===== src/rtl/decode_pkg.sv =====
// Shared decode constants: immediate-extender select codes, RV32I opcodes and the
// decoded-instruction buffer entry layout.
package decode_pkg;

    localparam logic [2:0] IMM_I    = 3'd0;
    localparam logic [2:0] IMM_S    = 3'd1;
    localparam logic [2:0] IMM_J    = 3'd2;
    localparam logic [2:0] IMM_U    = 3'd3;
    localparam logic [2:0] IMM_B    = 3'd4;
    localparam logic [2:0] IMM_NONE = 3'd7;

    localparam logic [6:0] OP_IMM    = 7'b0010011;
    localparam logic [6:0] OP_LOAD   = 7'b0000011;
    localparam logic [6:0] OP_JALR   = 7'b1100111;
    localparam logic [6:0] OP_STORE  = 7'b0100011;
    localparam logic [6:0] OP_JAL    = 7'b1101111;
    localparam logic [6:0] OP_LUI    = 7'b0110111;
    localparam logic [6:0] OP_AUIPC  = 7'b0010111;
    localparam logic [6:0] OP_BRANCH = 7'b1100011;
    localparam logic [6:0] OP_REG    = 7'b0110011;

    typedef struct packed {
        logic [2:0]  sel;
        logic [24:0] imm_inp;
        logic [31:0] pc;
        logic        illegal;
    } dec_entry_t;

    localparam int unsigned DEC_ENTRY_W = $bits(dec_entry_t);

    // Returns {illegal, sel}; R-type has no immediate but is legal.
    function automatic logic [3:0] decode_opcode(input logic [6:0] op);
        logic [3:0] res;
        case (op)
            OP_IMM, OP_LOAD, OP_JALR: res = {1'b0, IMM_I};
            OP_STORE:                 res = {1'b0, IMM_S};
            OP_JAL:                   res = {1'b0, IMM_J};
            OP_LUI, OP_AUIPC:         res = {1'b0, IMM_U};
            OP_BRANCH:                res = {1'b0, IMM_B};
            OP_REG:                   res = {1'b0, IMM_NONE};
            default:                  res = {1'b1, IMM_NONE};
        endcase
        return res;
    endfunction

endpackage


===== src/rtl/decode_fifo.sv =====
// Power-of-two circular buffer with synchronous flush; flush beats a same-cycle pop.
module decode_fifo #(
    parameter int unsigned WIDTH = 8,
    parameter int unsigned DEPTH = 2
) (
    input  logic             clk,
    input  logic             rst,
    input  logic             flush,
    input  logic             push,
    input  logic [WIDTH-1:0] wdata,
    input  logic             pop,
    output logic [WIDTH-1:0] rdata,
    output logic             full,
    output logic             empty
);

    localparam int unsigned AW = $clog2(DEPTH);
    localparam int unsigned CW = $clog2(DEPTH + 1);
    localparam logic [CW-1:0] FULL_CNT = CW'(DEPTH);

    logic [WIDTH-1:0] mem [DEPTH];
    logic [AW-1:0]    wr_ptr, rd_ptr;
    logic [CW-1:0]    count;

    assign full  = (count == FULL_CNT);
    assign empty = (count == '0);
    assign rdata = mem[rd_ptr];

    always_ff @(posedge clk or posedge rst) begin
        if (rst) begin
            wr_ptr <= '0;
            rd_ptr <= '0;
            count  <= '0;
        end else if (flush) begin
            wr_ptr <= '0;
            rd_ptr <= '0;
            count  <= '0;
        end else begin
            if (push) wr_ptr <= wr_ptr + AW'(1);
            if (pop)  rd_ptr <= rd_ptr + AW'(1);
            if (push && !pop)      count <= count + CW'(1);
            else if (pop && !push) count <= count - CW'(1);
        end
    end

    // Storage needs no reset: count gates every read.
    always_ff @(posedge clk) begin
        if (push && !flush) mem[wr_ptr] <= wdata;
    end

endmodule


===== src/rtl/decode_ctrl.sv =====
// Decode stage front: opcode decode at enqueue, decoded-instruction buffer, RUN/HALT control.
// Define DECODE_ILLEGAL_TRAP_EN to halt intake after an illegal opcode until flush.
module decode_ctrl
    import decode_pkg::*;
#(
    parameter int unsigned BUF_DEPTH = 2
) (
    input  logic        clk,
    input  logic        rst,
    input  logic        in_valid,
    output logic        in_ready,
    input  logic [31:0] in_instr,
    input  logic [31:0] in_pc,
    input  logic        flush,
    output logic        out_valid,
    input  logic        out_ready,
    output logic [2:0]  out_imm_sel,
    output logic [24:0] out_imm_inp,
    output logic [31:0] out_pc,
    output logic [4:0]  out_rd,
    output logic [4:0]  out_rs1,
    output logic [4:0]  out_rs2,
    output logic        out_illegal
);

    localparam logic ST_RUN  = 1'b0;
    localparam logic ST_HALT = 1'b1;

`ifdef DECODE_ILLEGAL_TRAP_EN
    localparam logic TRAP_EN = 1'b1;
`else
    localparam logic TRAP_EN = 1'b0;
`endif

    logic       state, state_next;
    logic       push, pop, full, empty;
    logic [3:0] dec_code;
    dec_entry_t wentry, head;

    assign dec_code        = decode_opcode(in_instr[6:0]);
    assign wentry.sel      = dec_code[2:0];
    assign wentry.imm_inp  = in_instr[31:7];
    assign wentry.pc       = in_pc;
    // Without the trap the flag is never stored, so out_illegal stays 0.
    assign wentry.illegal  = TRAP_EN & dec_code[3];

    assign in_ready  = !rst && !full && (state == ST_RUN) && !flush;
    assign out_valid = !empty;
    assign push      = in_valid && in_ready;
    assign pop       = out_valid && out_ready;

    decode_fifo #(
        .WIDTH (DEC_ENTRY_W),
        .DEPTH (BUF_DEPTH)
    ) u_fifo (
        .clk   (clk),
        .rst   (rst),
        .flush (flush),
        .push  (push),
        .wdata (wentry),
        .pop   (pop),
        .rdata (head),
        .full  (full),
        .empty (empty)
    );

    always_comb begin
        state_next = state;
        if (flush) begin
            state_next = ST_RUN;
        end else if (push && wentry.illegal) begin
            state_next = ST_HALT;
        end
    end

    always_ff @(posedge clk or posedge rst) begin
        if (rst) state <= ST_RUN;
        else     state <= state_next;
    end

    always_comb begin
        out_imm_sel = IMM_NONE;
        out_imm_inp = '0;
        out_pc      = '0;
        out_rd      = '0;
        out_rs1     = '0;
        out_rs2     = '0;
        out_illegal = 1'b0;
        if (out_valid) begin
            out_imm_sel = head.sel;
            out_imm_inp = head.imm_inp;
            out_pc      = head.pc;
            out_rd      = head.imm_inp[4:0];
            out_rs1     = head.imm_inp[12:8];
            out_rs2     = head.imm_inp[17:13];
            out_illegal = head.illegal;
        end
    end

endmodule


===== config.mk =====
export PLATFORM = sky130hd
export DESIGN_NAME = decode_ctrl
export DESIGN_NICKNAME = d
export VERILOG_FILES = /design/src/rtl/decode_pkg.sv /design/src/rtl/decode_fifo.sv /design/src/rtl/decode_ctrl.sv
export SDC_FILE = /design/constraint.sdc
export NUM_CORES = 1
export LEC_CHECK = 0
export ABC_AREA = 0
export CELL_PAD_IN_SITES_DETAIL_PLACEMENT = 1
export CELL_PAD_IN_SITES_GLOBAL_PLACEMENT = 2
export CORE_MARGIN = 2
export CORE_UTILIZATION = 46
export DETAILED_ROUTE_END_ITERATION = 16
export DONT_BUFFER_PORTS = 1
export GPL_TIMING_DRIVEN = 1
export MAX_ROUTING_LAYER = met4
export PLACE_DENSITY_LB_ADDON = 0.12
export SLEW_MARGIN = 20
export SYNTH_ARGS = -nofsm -noshare
export SYNTH_HDL_FRONTEND = slang
export SYNTH_SLANG_ARGS = --single-unit

===== constraint.sdc =====
create_clock -name clk -period 5.3 [get_ports clk]
set_clock_uncertainty 0.15 [all_clocks]
set_input_delay 1.06 -clock clk [delete_from_list [all_inputs] [get_ports clk]]
set_output_delay 1.06 -clock clk [all_outputs]
set_load 0.05 [all_outputs]

# Yosys cells after proc, flatten, opt, wreduce, memory -nomap -nowiden
# Memory sizes are Yosys's and may differ from the RTL's.
# Index checks and enable logic that the tools add are counted.
dict set report totals {
  ff_bits 4
  latchBits 0
  ramBits 120
  romBits 0
  in_bits 69
  out_inout_bits 78
  wordCells 54
  memories 1
}
# memory words word_bits rd rd_clocked_by_memory_dff write_ports line_no
set memory_table {}
lappend memory_table {u_fifo.mem 2 60 1 0 1 decode_fifo.sv:21} ;# logic [WIDTH-1:0] mem [DEPTH];
dict set report op_classes {
  add_sub_neg 4
  mul 0
  div 0
  n_lt_le_gt_ge 0
  n_eq_ne 10
  shifts 0
  n_mux 17
  bitwise_logic 0
  n_reduce_logical 19
}
# operator n
set op_table {}
lappend op_table {{$mux W32} 1}
lappend op_table {{$mux W25} 1}
lappend op_table {{$eq A7 B6 Y1 const B} 3}
lappend op_table {{$eq A7 B7 Y1 const B} 3}
lappend op_table {{$pmux W3 S6} 1}
lappend op_table {{$mux W5} 3}
lappend op_table {{$eq A7 B5 Y1 const B} 2}
lappend op_table {{$eq A7 B2 Y1 const B} 1}
lappend op_table {{$logic_and A1 B1 Y1} 7}
lappend op_table {{$mux W1} 7}
lappend op_table {{$logic_not A1 Y1} 6}
lappend op_table {{$mux W2} 3}
lappend op_table {{$reduce_bool A2 Y1} 2}
lappend op_table {{$mux W3} 1}
lappend op_table {{$reduce_bool A3 Y1} 1}
lappend op_table {{$reduce_or A3 Y1} 1}
lappend op_table {{$add A1 B1 Y1 const B} 2}
lappend op_table {{$add A2 B1 Y2 const B} 1}
lappend op_table {{$eq A2 B2 Y1 const B} 1}
lappend op_table {{$logic_not A2 Y1} 1}
lappend op_table {{$reduce_or A2 Y1} 1}
lappend op_table {{$sub A2 B1 Y2 const B} 1}

# Longest topological paths before layout
dict set report depth {
  depth_word 10
  mapped_depth 5
  ltp_nobuf 3
}

# By module
# From an unflattened synthesis, not the netlist that was laid out.
dict set report hier_totals {
  cells_unflattened 311
  hier_area_um2 5557.8
}
# mod instances cells_per_inst area_each_um2 seq_area_each_um2
set modules_own_cells {}
lappend modules_own_cells {decode_fifo 1 212 4926.0 3763.6}
lappend modules_own_cells {decode_ctrl 1 99 631.9 0.0}

# Least setup slack after synthesis
# Ideal clock, no wire load.
dict set report synth_path {
  kind {input to register}
  startpoint {input flush}
  endpoint {memory u_fifo.mem[0][0] in the netlist's numbering, enable pin}
  setup_time_ns 0.425
  arrival_ns 3.366
  t_required_ns 4.725
  slack_ns 1.360
  stages 2
  n_path_buf 0
  path_cell_list {nor3_2 > and3b_1}
}
dict set report synth_via {
  elab_chain_cells 6
}
# element line_no
set synth_lines {}
lappend synth_lines {{start: declaration} decode_ctrl.sv:14} ;# input logic flush,
lappend synth_lines {{$logic_not A1 Y1 (*)} {decode_fifo.sv:48, decode_ctrl.sv:47}}
lappend synth_lines {{$logic_and A1 B1 Y1} decode_ctrl.sv:47} ;# assign in_ready = !rst && !full && (state == ST_RUN) && !flush;
lappend synth_lines {{$logic_and A1 B1 Y1} decode_ctrl.sv:49} ;# assign push = in_valid && in_ready;
lappend synth_lines {{$logic_and A1 B1 Y1 (*)} decode_fifo.sv:48} ;# if (push && !flush) mem[wr_ptr] <= wdata;
lappend synth_lines {{$mux W1 (*)} decode_fifo.sv:48}
lappend synth_lines {{$mux W1 (implied by the code) (*)} decode_fifo.sv:48}
lappend synth_lines {{end: declaration} decode_fifo.sv:21}
# Every way passes the cells marked *; elsewhere a longest branch is shown, timed or not.

# Final worst setup path
dict set report layout_path {
  startpoint {register u_fifo.rd_ptr}
  endpoint {output out_rs2[3]}
}
dict set report layout_via {
  elab_chain_cells 2
}
# element line_no
set layout_lines {}
lappend layout_lines {{start: declaration} decode_fifo.sv:22} ;# logic [AW-1:0] wr_ptr, rd_ptr;
lappend layout_lines {{start signal: assignment} decode_fifo.sv:40} ;# if (pop) rd_ptr <= rd_ptr + AW'(1);
lappend layout_lines {{$mem_v2 Z2 W60} n/a}
lappend layout_lines {{$mux W5} decode_ctrl.sv:89} ;# if (out_valid) begin
lappend layout_lines {{end: declaration} decode_ctrl.sv:22} ;# output logic [4:0] out_rs2,
# No other way between the ends.

==> metrics.md <==
| Metric | Value |
|---|---|
| Final worst-path cycle share | `74.4%` |
| Critical Path End Type | `output pin` |
| Outcome | `completed` |
| Setup TNS | `0 ns` |
| Worst-Skew Late Latency | `0.50 ns` |
| CTS tree | `built` |
| Main synth FF type | `edfxtp_1` |
| Cells after Synth | `311` |
| Avg Inst Size Synth | `16.0 um^2` |
| Initial DRC count | `166` |
| Final Hold Fails | `0` |
| Row cnt | `37` |
| PwrDens | `438 nW/um^2` |
| Sequential-to-total area share from yosys stat | `74.6%` |
| Max Fclk | `254 MHz` |
| Slew Limit Headroom | `28.4%` |
| # resized after CTS | `0` |
| Core region area | `10400 um^2` |
| Die H | `108 um` |
| Die outline area | `11600 um^2` |
| Initial antenna violation count | `0` |
| Post-CTS Hold Fix Bufs | `0` |
| Reg clk slew, reported paths | `0.06 ns` |
| Crit path kind | `reg2out` |
| DRC viols | `0` |
| Setup Fix Bufs, Post-CTS | `0` |
| Lkg Pwr | `0.00178 uW` |
| Via density | `5.35` |
| Yosys warning count | `0` |
| Initial Utilization | `47.7%` |
| Synthesized area | `4970 um^2` |
| Max-slew violation count | `0` |
| Seq cells post-synth | `124` |
| Gr ovfl total | `0` |
| Synth unique cells | `33` |
| Nets | `375` |
| DRT Wirelength | `9310 um` |
| Fin crit period | `3.94 ns` |
| Final hold slack | `0.175 ns` |
| Crit-path max FO | `61` |
| MaxCap Viol Count | `0` |
| # H-tree levels | `4` |
| Largest net degree at the start of global routing | `62` |
| Number of vias in the routed layout | `2436` |
| Drt wl/cell | `20.5 um` |
| Detail Route Antenna Nets | `0` |
| RSZ-0062 raised after global routing | `false` |
| Final setup viols | `0` |
| Clock sink total | `124` |
| Critical Path Start Type | `flop` |
| DRT Pass-1 Iters | `4` |
| Asr flop ratio synth | `3.23%` |
| Chip Width | `108 um` |
| CP Data Arrival Time | `2.73 ns` |
| Post-synth EDFFs | `120` |
| Hold/Removal Path Class | `in2async` |
| Peak VDD IR | `0.000231 V` |
| Worst Tran Pin Value | `1.07 ns` |
| Proportion of layout cells with a drive suffix above 1 | `16.9%` |
| Maximum clock insertion buffer count | `2` |
| N_diodes | `0` |
| RD Place Congestion | `0.701` |
| Layout filler cell count | `963` |
| CTS root buffer | `clkbuf_8` |
| R2r worst-path depth | `4` |
| Area delta synth->final | `13.2%` |
| Post-synth net total | `380` |
| Number of CTS-inserted buffers | `17` |
| Worst EP required | `4.09 ns` |
| GRT Util Overall | `17.3%` |
| Vias in the first global route | `2621` |
| # port buffers | `0` |
| First-pass GRT wire length | `14100 um` |
| Top Ports | `147` |
| Final HPWL DP | `5870 um` |
## critical path: stages, from the launching register on
cell	delay (ns)
dfrtp_4	1.12
mux2i_1	0.23
nor2_2	0.86
## stage by stage
step,setup slack (ns),util [%],cells,total power [uW],cell area [um^2]
after floorplan,1.36,-,311,1330,4970
after global placement,1.74,48.3,423,1340,5030
after detailed placement,1.72,48.3,423,1350,5030
after CTS,1.28,54.0,455,2490,5620
after global routing,1.20,54.0,455,2550,5620
final,1.36,54.0,455,2470,5620
## per-layer routing
| layer | routed length (um) | GRT usage, % | vias up | part of all wire, % |
|---|---|---|---|---|
| met5 | 0 | - | - | 0 |
| met1 | 3570 | 19.3 | 1206 | 38 |
| met3 | 810 | 7.51 | 11 | 8.7 |
| met4 | 166 | 7.60 | 0 | 1.8 |
| met2 | 4750 | 27.0 | 97 | 51 |
| li1 | - | - | 1122 | - |
## path summary, 6_finish.rpt
kind	slack [ns]	start	endpoint
max reg2reg	2.20	u_fifo.count[1]	u_fifo.mem[1][17]
max in group asynchronous	4.65	rst	u_fifo.rd_ptr
min in group clk	0.43	u_fifo.wr_ptr	u_fifo.wr_ptr
min	0.18	rst	u_fifo.wr_ptr
max	1.36	u_fifo.rd_ptr	out_rs2[3]
min reg2reg	0.43	u_fifo.wr_ptr	u_fifo.wr_ptr
## state kept, by name, summed over array words and instances, names as in the netlist
signal and count:
u_fifo.count 2, u_fifo.mem 120, u_fifo.rd_ptr 1, u_fifo.wr_ptr 1
## Yosys cell counts (all sizes together) (2+ instances only)
library cell,count,area (um^2)
edfxtp,120,3600
mux2i,61,611
nor2,59,221
buf,27,190
nand2,5,18.8
dfrtp,4,100
nor2b,4,25.0
a21oi,3,15.0
inv,3,11.3
and3b,2,17.5
clkbuf,2,7.51
nor3,2,15.0
o211ai,2,15.0
o21ai,2,10.0
## kinds of logic (layout without fill, tap and decap cells)
logic type             Yosys count  after routing  synth area share, %
AO/OA/AOI/OAI                   11             11                 1.41
XOR/XNOR                         1              1                0.176
buffers and inverters           32             40                 4.21
flip-flops                     124            124                 74.6
multiplexers                    61             61                 12.3
other                            1              1               0.0755
AND/OR/NAND/NOR                 81             81                 7.26
## where the power goes
| group | total, uW | internal [uW] | leakage, uW | switching, uW |
|---|---|---|---|---|
| registers | 1120 | 1100 | 0.00115 | 21.2 |
| logic | 202 | 36.6 | 0.000357 | 165 |
| clock network | 1140 | 757 | 0.000283 | 386 |
| total | 2470 | 1890 | 0.00178 | 572 |
## cells in the final DEF (no fill, tap or decap), drive strengths merged, types with 2 or more instances in the layout
cell / n
clkbuf: 19
nor2b: 4
a21oi: 3
o211ai: 2
clkinv: 6
inv: 3
nor2: 59
o21ai: 2
mux2i: 61
and3b: 2
nor3: 2
nand2: 5
clkinvlp: 3
edfxtp: 120
bufinv: 4
dfrtp: 4
buf: 5
## cell type report
class                      count  area [um^2]  share of cell area (%)
sequential                   124         3710                    65.9
timing repair buffer           5         37.5                   0.668
clock inverter                13          174                    3.09
clock buffer                  19          422                    7.50
multi-input combinational    155         1100                    19.6
tap                          136          170                    3.03
inverter                       3         11.3                   0.200
No activity file was read; power rests on OpenSTA's default activity.
